`config.mk`:
```
export PLATFORM = sky130hd
export DESIGN_NAME = shared_reg_arbiter
export DESIGN_NICKNAME = d
export VERILOG_FILES = /design/src/rtl/shared_reg_pkg.sv /design/src/rtl/rr_arbiter.sv /design/src/rtl/shared_reg_arbiter.sv
export SDC_FILE = /design/constraint.sdc
export NUM_CORES = 1
export LEC_CHECK = 0
export BUFFER_PORTS_ARGS = -buffer_cell sky130_fd_sc_hd__buf_2
export CAP_MARGIN = 20
export CORE_MARGIN = 2
export CORE_UTILIZATION = 45
export CTS_BUF_LIST = sky130_fd_sc_hd__clkbuf_8 sky130_fd_sc_hd__clkbuf_16
export DETAILED_ROUTE_END_ITERATION = 7
export HOLD_SLACK_MARGIN = 0.15
export PLACE_DENSITY = 0.84
export SLEW_MARGIN = 15
export SYNTH_ARGS = -nofsm -noshare
export SYNTH_HDL_FRONTEND = slang
export SYNTH_SLANG_ARGS = --single-unit
```
`constraint.sdc`:
```
create_clock -name clk -period 2.4 [get_ports clk]
set_input_delay 0.48 -clock clk [delete_from_list [all_inputs] [get_ports clk]]
set_output_delay 0.48 -clock clk [all_outputs]
set_load 0.02 [all_outputs]
```
`src/rtl/shared_reg_pkg.sv`:
```
// rtl/shared_reg_pkg.sv - shared types and constants for the shared register arbiter
// Contents: default register width, sequencer state encoding, core op encoding.
package shared_reg_pkg;

    localparam int DATA_W_DEF = 16;

    typedef enum logic [1:0] {
        IDLE  = 2'd0,
        ISSUE = 2'd1,
        ACK   = 2'd2
    } state_t;

    localparam logic OP_FETCH_INC = 1'b0;
    localparam logic OP_SWAP      = 1'b1;

endpackage

```
`src/rtl/rr_arbiter.sv`:
```
// rtl/rr_arbiter.sv - combinational round-robin select over NUM_CORES requesters
// Ports:
//   i_req       in   NUM_CORES  request vector
//   i_rr_ptr    in   IDX_W      index where the search starts (highest priority)
//   o_grant_idx out  IDX_W      first requesting index at or after i_rr_ptr (wrapping)
//   o_any_req   out  1          at least one request is present
module rr_arbiter #(
    parameter int NUM_CORES = 4,
    parameter int IDX_W     = $clog2(NUM_CORES)
) (
    input  logic [NUM_CORES-1:0] i_req,
    input  logic [IDX_W-1:0]     i_rr_ptr,
    output logic [IDX_W-1:0]     o_grant_idx,
    output logic                 o_any_req
);

    int               w_pos;
    logic [IDX_W-1:0] w_sel;

    always_comb begin
        o_grant_idx = '0;
        o_any_req   = 1'b0;
        w_pos       = 0;
        w_sel       = '0;
        for (int k = 0; k < NUM_CORES; k++) begin
            // Walk the ring starting at the pointer; modulo done by a single
            // subtract since the pointer is always below NUM_CORES.
            w_pos = int'(i_rr_ptr) + k;
            if (w_pos >= NUM_CORES) begin
                w_pos = w_pos - NUM_CORES;
            end
            w_sel = IDX_W'(w_pos);
            if (!o_any_req && i_req[w_sel]) begin
                o_any_req   = 1'b1;
                o_grant_idx = w_sel;
            end
        end
    end

endmodule

```
`src/rtl/shared_reg_arbiter.sv`:
```
// rtl/shared_reg_arbiter.sv - round-robin sequencer sharing one fetch-inc/swap register
// Ports:
//   clk, rst_n        clock (rising edge), asynchronous active-low reset
//   core_req/op/wdata per-core request, op (0 fetch-inc, 1 swap), write data slice
//   core_ack/rdata    one-hot one-cycle completion, pre-operation register value
//   busy              high while an op is in ISSUE or ACK
//   reg_write_en/reg_inc_en/reg_data_in  controls to the shared register
//   reg_data_out      current shared register value
module shared_reg_arbiter
    import shared_reg_pkg::*;
#(
    parameter int NUM_CORES = 4,
    parameter int DATA_W    = DATA_W_DEF
) (
    input  logic                        clk,
    input  logic                        rst_n,
    input  logic [NUM_CORES-1:0]        core_req,
    input  logic [NUM_CORES-1:0]        core_op,
    input  logic [NUM_CORES*DATA_W-1:0] core_wdata,
    output logic [NUM_CORES-1:0]        core_ack,
    output logic [DATA_W-1:0]           core_rdata,
    output logic                        busy,
    output logic                        reg_write_en,
    output logic                        reg_inc_en,
    output logic [DATA_W-1:0]           reg_data_in,
    input  logic [DATA_W-1:0]           reg_data_out
);

    localparam int IDX_W = $clog2(NUM_CORES);

    state_t               r_state, w_state_nxt;
    logic [IDX_W-1:0]     r_rr_ptr, w_rr_ptr_nxt;
    logic [IDX_W-1:0]     r_grant_idx, w_grant_idx_nxt;
    logic                 r_write_en, w_write_en_nxt;
    logic                 r_inc_en, w_inc_en_nxt;
    logic                 r_busy, w_busy_nxt;
    logic [DATA_W-1:0]    r_data_in, w_data_in_nxt;
    logic [DATA_W-1:0]    r_rdata, w_rdata_nxt;
    logic [NUM_CORES-1:0] r_ack, w_ack_nxt;

    logic [IDX_W-1:0]     w_arb_idx;
    logic                 w_any_req;
    logic                 w_sel_op;
    logic [DATA_W-1:0]    w_sel_wdata;

    rr_arbiter #(
        .NUM_CORES (NUM_CORES),
        .IDX_W     (IDX_W)
    ) u_rr_arbiter (
        .i_req       (core_req),
        .i_rr_ptr    (r_rr_ptr),
        .o_grant_idx (w_arb_idx),
        .o_any_req   (w_any_req)
    );

    // Op and write data of the arbitration winner, only consumed in IDLE.
    always_comb begin
        w_sel_op    = core_op[w_arb_idx];
        w_sel_wdata = '0;
        for (int i = 0; i < NUM_CORES; i++) begin
            if (w_arb_idx == IDX_W'(i)) begin
                w_sel_wdata = core_wdata[i*DATA_W +: DATA_W];
            end
        end
    end

    always_comb begin
        w_state_nxt     = r_state;
        w_rr_ptr_nxt    = r_rr_ptr;
        w_grant_idx_nxt = r_grant_idx;
        w_data_in_nxt   = r_data_in;
        w_rdata_nxt     = r_rdata;
        w_write_en_nxt  = 1'b0;
        w_inc_en_nxt    = 1'b0;
        w_busy_nxt      = 1'b0;
        w_ack_nxt       = '0;

        case (r_state)
            IDLE: begin
                if (w_any_req) begin
                    w_state_nxt     = ISSUE;
                    w_grant_idx_nxt = w_arb_idx;
                    w_busy_nxt      = 1'b1;
                    if (w_sel_op == OP_SWAP) begin
                        w_write_en_nxt = 1'b1;
                        w_data_in_nxt  = w_sel_wdata;
                    end else begin
                        w_inc_en_nxt   = 1'b1;
                    end
                end
            end
            ISSUE: begin
                // The register updates on this same edge, so reg_data_out
                // still shows the pre-operation value here.
                w_state_nxt            = ACK;
                w_rdata_nxt            = reg_data_out;
                w_ack_nxt[r_grant_idx] = 1'b1;
                w_busy_nxt             = 1'b1;
                w_rr_ptr_nxt           = (r_grant_idx == IDX_W'(NUM_CORES - 1))
                                         ? '0 : r_grant_idx + IDX_W'(1);
            end
            ACK: begin
                w_state_nxt = IDLE;
            end
            default: begin
                w_state_nxt = IDLE;
            end
        endcase
    end

    always_ff @(posedge clk or negedge rst_n) begin
        if (!rst_n) begin
            r_state     <= IDLE;
            r_rr_ptr    <= '0;
            r_grant_idx <= '0;
            r_write_en  <= 1'b0;
            r_inc_en    <= 1'b0;
            r_busy      <= 1'b0;
            r_data_in   <= '0;
            r_rdata     <= '0;
            r_ack       <= '0;
        end else begin
            r_state     <= w_state_nxt;
            r_rr_ptr    <= w_rr_ptr_nxt;
            r_grant_idx <= w_grant_idx_nxt;
            r_write_en  <= w_write_en_nxt;
            r_inc_en    <= w_inc_en_nxt;
            r_busy      <= w_busy_nxt;
            r_data_in   <= w_data_in_nxt;
            r_rdata     <= w_rdata_nxt;
            r_ack       <= w_ack_nxt;
        end
    end

    assign core_ack     = r_ack;
    assign core_rdata   = r_rdata;
    assign busy         = r_busy;
    assign reg_write_en = r_write_en;
    assign reg_inc_en   = r_inc_en;
    assign reg_data_in  = r_data_in;

endmodule

```
==> impl_results.md <==
- Outcome: completed
- Worst setup SP type: flip-flop
- Via count: 1836
- Layout cells sized above 1: ~57%
- RSZ-0062 raised after global routing: no
- Period utilization: 90.2%
- Most frequent cells in the layout: 128 x buf_2, 51 x mux2i_1, 45 x dfrtp_1, 24 x mux2_2, 10 x mux2_4
- Cell count after synthesis: 176
- Mapped Area: 2370 um2
- Clk_lat worst skew: 0.30 ns
- Peak supply drop: 0.000844 V
- Final setup violation count: 0
- Cells after DPL: 371
- Switching part of the total: 40.5%
- Total CTS buffers: 5
- Final Cell Area: 3190 um2
- Area of the multi-input gates: around 1200 um2
- Die width: between 70 and 80 um
- CP Capture Type: flip-flop
- Comb pwr share: 56.1%
- Max-Cap Viols: 0
- Reg2Reg Depth: 6
- CP top delay family: multiplexers
- Fill cells: 425
- WP data arrival: 2.35 ns
- Sink Count: 45
- Synth Area per Inst: 13.5 um2
- Die area: 5860 um2
- Required @ worst endpoint: 2.59 ns
- Fin crit period: 2.16 ns
- ANT nets after route: 0
- Synth cell types: 26
- IO Port Bufs: roughly 130
- Total Wirelength: 5.40 mm
- Most used cell, CP: mux2i_1
- Clock transition at the registers of the reported paths: about 0.09 ns
- Starting Density: 46.4%
- Initial DRC count: 39
- Vias in the first global route: 1961
- Sequential share of the synthesized area: 47.5%
- Hold-fix buffers, CTS: 0
- DRC Markers: 0
- Sequential share of power: 33.0%
- Max clock buf depth: 2
- Postcts setup bufs: 0
- Pwr Total: slightly above 4000 uW
- Crit Reg-Reg Startpoint: r_rr_ptr[1]$_DFFE_PN0P_
- H-Tree Depth: 2
- Worst path slowest cell: dfrtp_1
- Power per Cell Area: 1280 nW/um2
- Top Ports: roughly 130
- Synthesis Warnings: 0
- Register Area: 1130 um2
- Largest net degree at the start of global routing: 46
- Setup TNS: 0 ns
- DP Area: 3110 um2
- Worst Setup Path Type: flip-flop to flip-flop
- CP Capture Point: reg_data_in[5]$_DFFE_PN0P_
- Largest stage delay, worst path: ~0.46 ns
- Post-Place Setup Slack: around 0.11 ns
- Worst Skew: between 0.015 and 0.02 ns
- Clock share of power: roughly 11%
- Most common cell after layout, fill and taps aside: buf_2
- GRT Overall Usage: 19.0%
- Slew HR: 63.2%
- Routability cong.: around 0.73
- Routed len/inst: 14.2 um
- Rows: 26
- First-pass iteration count of the detailed router: 4
- Final nets: 402
- Fin cells: 379
- Cell Int Power: 2430 uW
- R2r endpoint: reg_data_in[5]$_DFFE_PN0P_
- WP depth: 6
- F_max: 0.462 GHz
- DP HPWL: 4.17 mm
- DR vias/cell: 4.84
- CTS tree: yes
- Placeable core area: 5110 um2
- Die Span Y: 76.6 um
- Post-cts gate resize count: 0
- HP Class: primary input to asynchronous set/reset pin
- Area grow syn2layout: 34.8%
- R2R Setup Slk: ~0.24 ns
- Max Slew Vio Count: 0
- Global-route wire length before repair: 8.85 mm
- Final hold vios: 0
- WP buf/inv: 1
- Syn_nets: between 200 and 300
- Sw power: 1650 uW
- Critical path origin: r_rr_ptr[1]$_DFFE_PN0P_
- Initial antenna violation count: 0
- Worst Path Max Fanout: 22
- Setup ws final: 0.236 ns
- Root buffer cell: clkbuf_8
- Pleak: 0.00173 uW
- Global route overflow: 0
- Diodes inserted: 0
- Seq cells post-synth: 45
- CP Cell Sequence: mux2_4 -> o221ai_4 -> buf_4 -> mux2i_1 -> mux2i_1 -> mux2_2
- Worst-margin pin slew: between 0.5 and 0.6 ns
-- worst min path at each step --
stage / startpoint / endpoint / slack (ns) / depth (start not counted)
6_report: rst_n / core_rdata[7]$_DFFE_PN0P_ / 0.25 / 2
5_1_grt: rst_n / core_rdata[7]$_DFFE_PN0P_ / 0.30 / 2
4_1_cts: rst_n / core_rdata[7]$_DFFE_PN0P_ / 0.27 / 2
3_5_place_dp: r_state[1]$_DFFE_PN0P_ / busy$_DFF_PN0_ / 0.47 / 1
3_3_place_gp: r_state[1]$_DFFE_PN0P_ / busy$_DFF_PN0_ / 0.46 / 1
2_1_floorplan: rst_n / busy$_DFF_PN0_ / 0.18 / 0
-- stage by stage --
step / utilization [%] / hold slack [ns]
detailed placement: 60.9 / 0.472
floorplan: - / 0.184
finish: 62.5 / 0.248
CTS: 62.5 / 0.266
global placement: 60.9 / 0.461
global route: 62.5 / 0.297
-- cell type report --
class | count | share of cell area [%]
clock buffer | 5 | 2.16
inverter | 6 | 0.705
multi-input combinational | 116 | 36.8
sequential | 45 | 35.3
clock inverter | 3 | 0.470
tap | 70 | 2.74
timing repair buffer | 134 | 21.9
-- metal layers --
metal  share of wire, %  track usage (%)  vias to the layer above
li1                   -                -                      891
met2                 51             33.5                       87
met4                1.4             6.00                        0
met1                 40             22.0                      850
met3                7.5             5.92                        8
met5                  0                0                        -
-- cell usage after synthesis, drive strengths merged --
library cell / count / area, um2
nand2: 3 / 11.3
o221ai: 1 / 15.0
o21bai: 1 / 7.51
buf: 7 / 51.3
mux2i: 51 / 510
a21oi: 1 / 5.00
nor4: 1 / 6.26
o21ai: 3 / 15.0
a221o: 1 / 10.0
and2: 5 / 31.3
a21o: 1 / 7.51
or3: 1 / 6.26
nor2b: 2 / 12.5
nand3: 1 / 5.00
nor2: 3 / 11.3
o22ai: 1 / 20.0
clkbuf: 2 / 7.51
a21boi: 1 / 7.51
or3b: 1 / 8.76
inv: 6 / 22.5
mux2: 34 / 420
dfrtp: 45 / 1130
ha: 4 / 50.1
-- kinds of logic (layout without fill, tap and decap cells) --
logic type	Yosys count	after routing	synth area share [%]
adder cells (fa/ha/maj)	4	4	2.11
AO/OA/AOI/OAI	10	10	3.70
flip-flops	45	45	47.5
buffers and inverters	15	148	3.43
AND/OR/NAND/NOR	17	17	3.91
multiplexers	85	85	39.3
-- state kept, by name, summed over array words and instances (netlist names) --
| name | cells |
|---|---|
| core_rdata | 16 |
| reg_data_in | 16 |
| r_rr_ptr | 2 |
| busy | 1 |
| core_ack | 4 |
| reg_inc_en | 1 |
| r_grant_idx | 2 |
| r_state | 2 |
| reg_write_en | 1 |
-- power by group through the flow --
| stage | sequential [uW] | clock, uW | combinational [uW] |
|---|---|---|---|
| 3_3_place_gp | 1330 | 0 | 2230 |
| 6_report | 1350 | 444 | 2290 |
| 4_1_cts | 1350 | 459 | 2310 |
| 2_1_floorplan | 1730 | 0 | 1240 |
| 5_1_grt | 1400 | 492 | 2450 |
| 3_5_place_dp | 1350 | 0 | 2310 |
No activity file was read; power rests on OpenSTA's default activity.
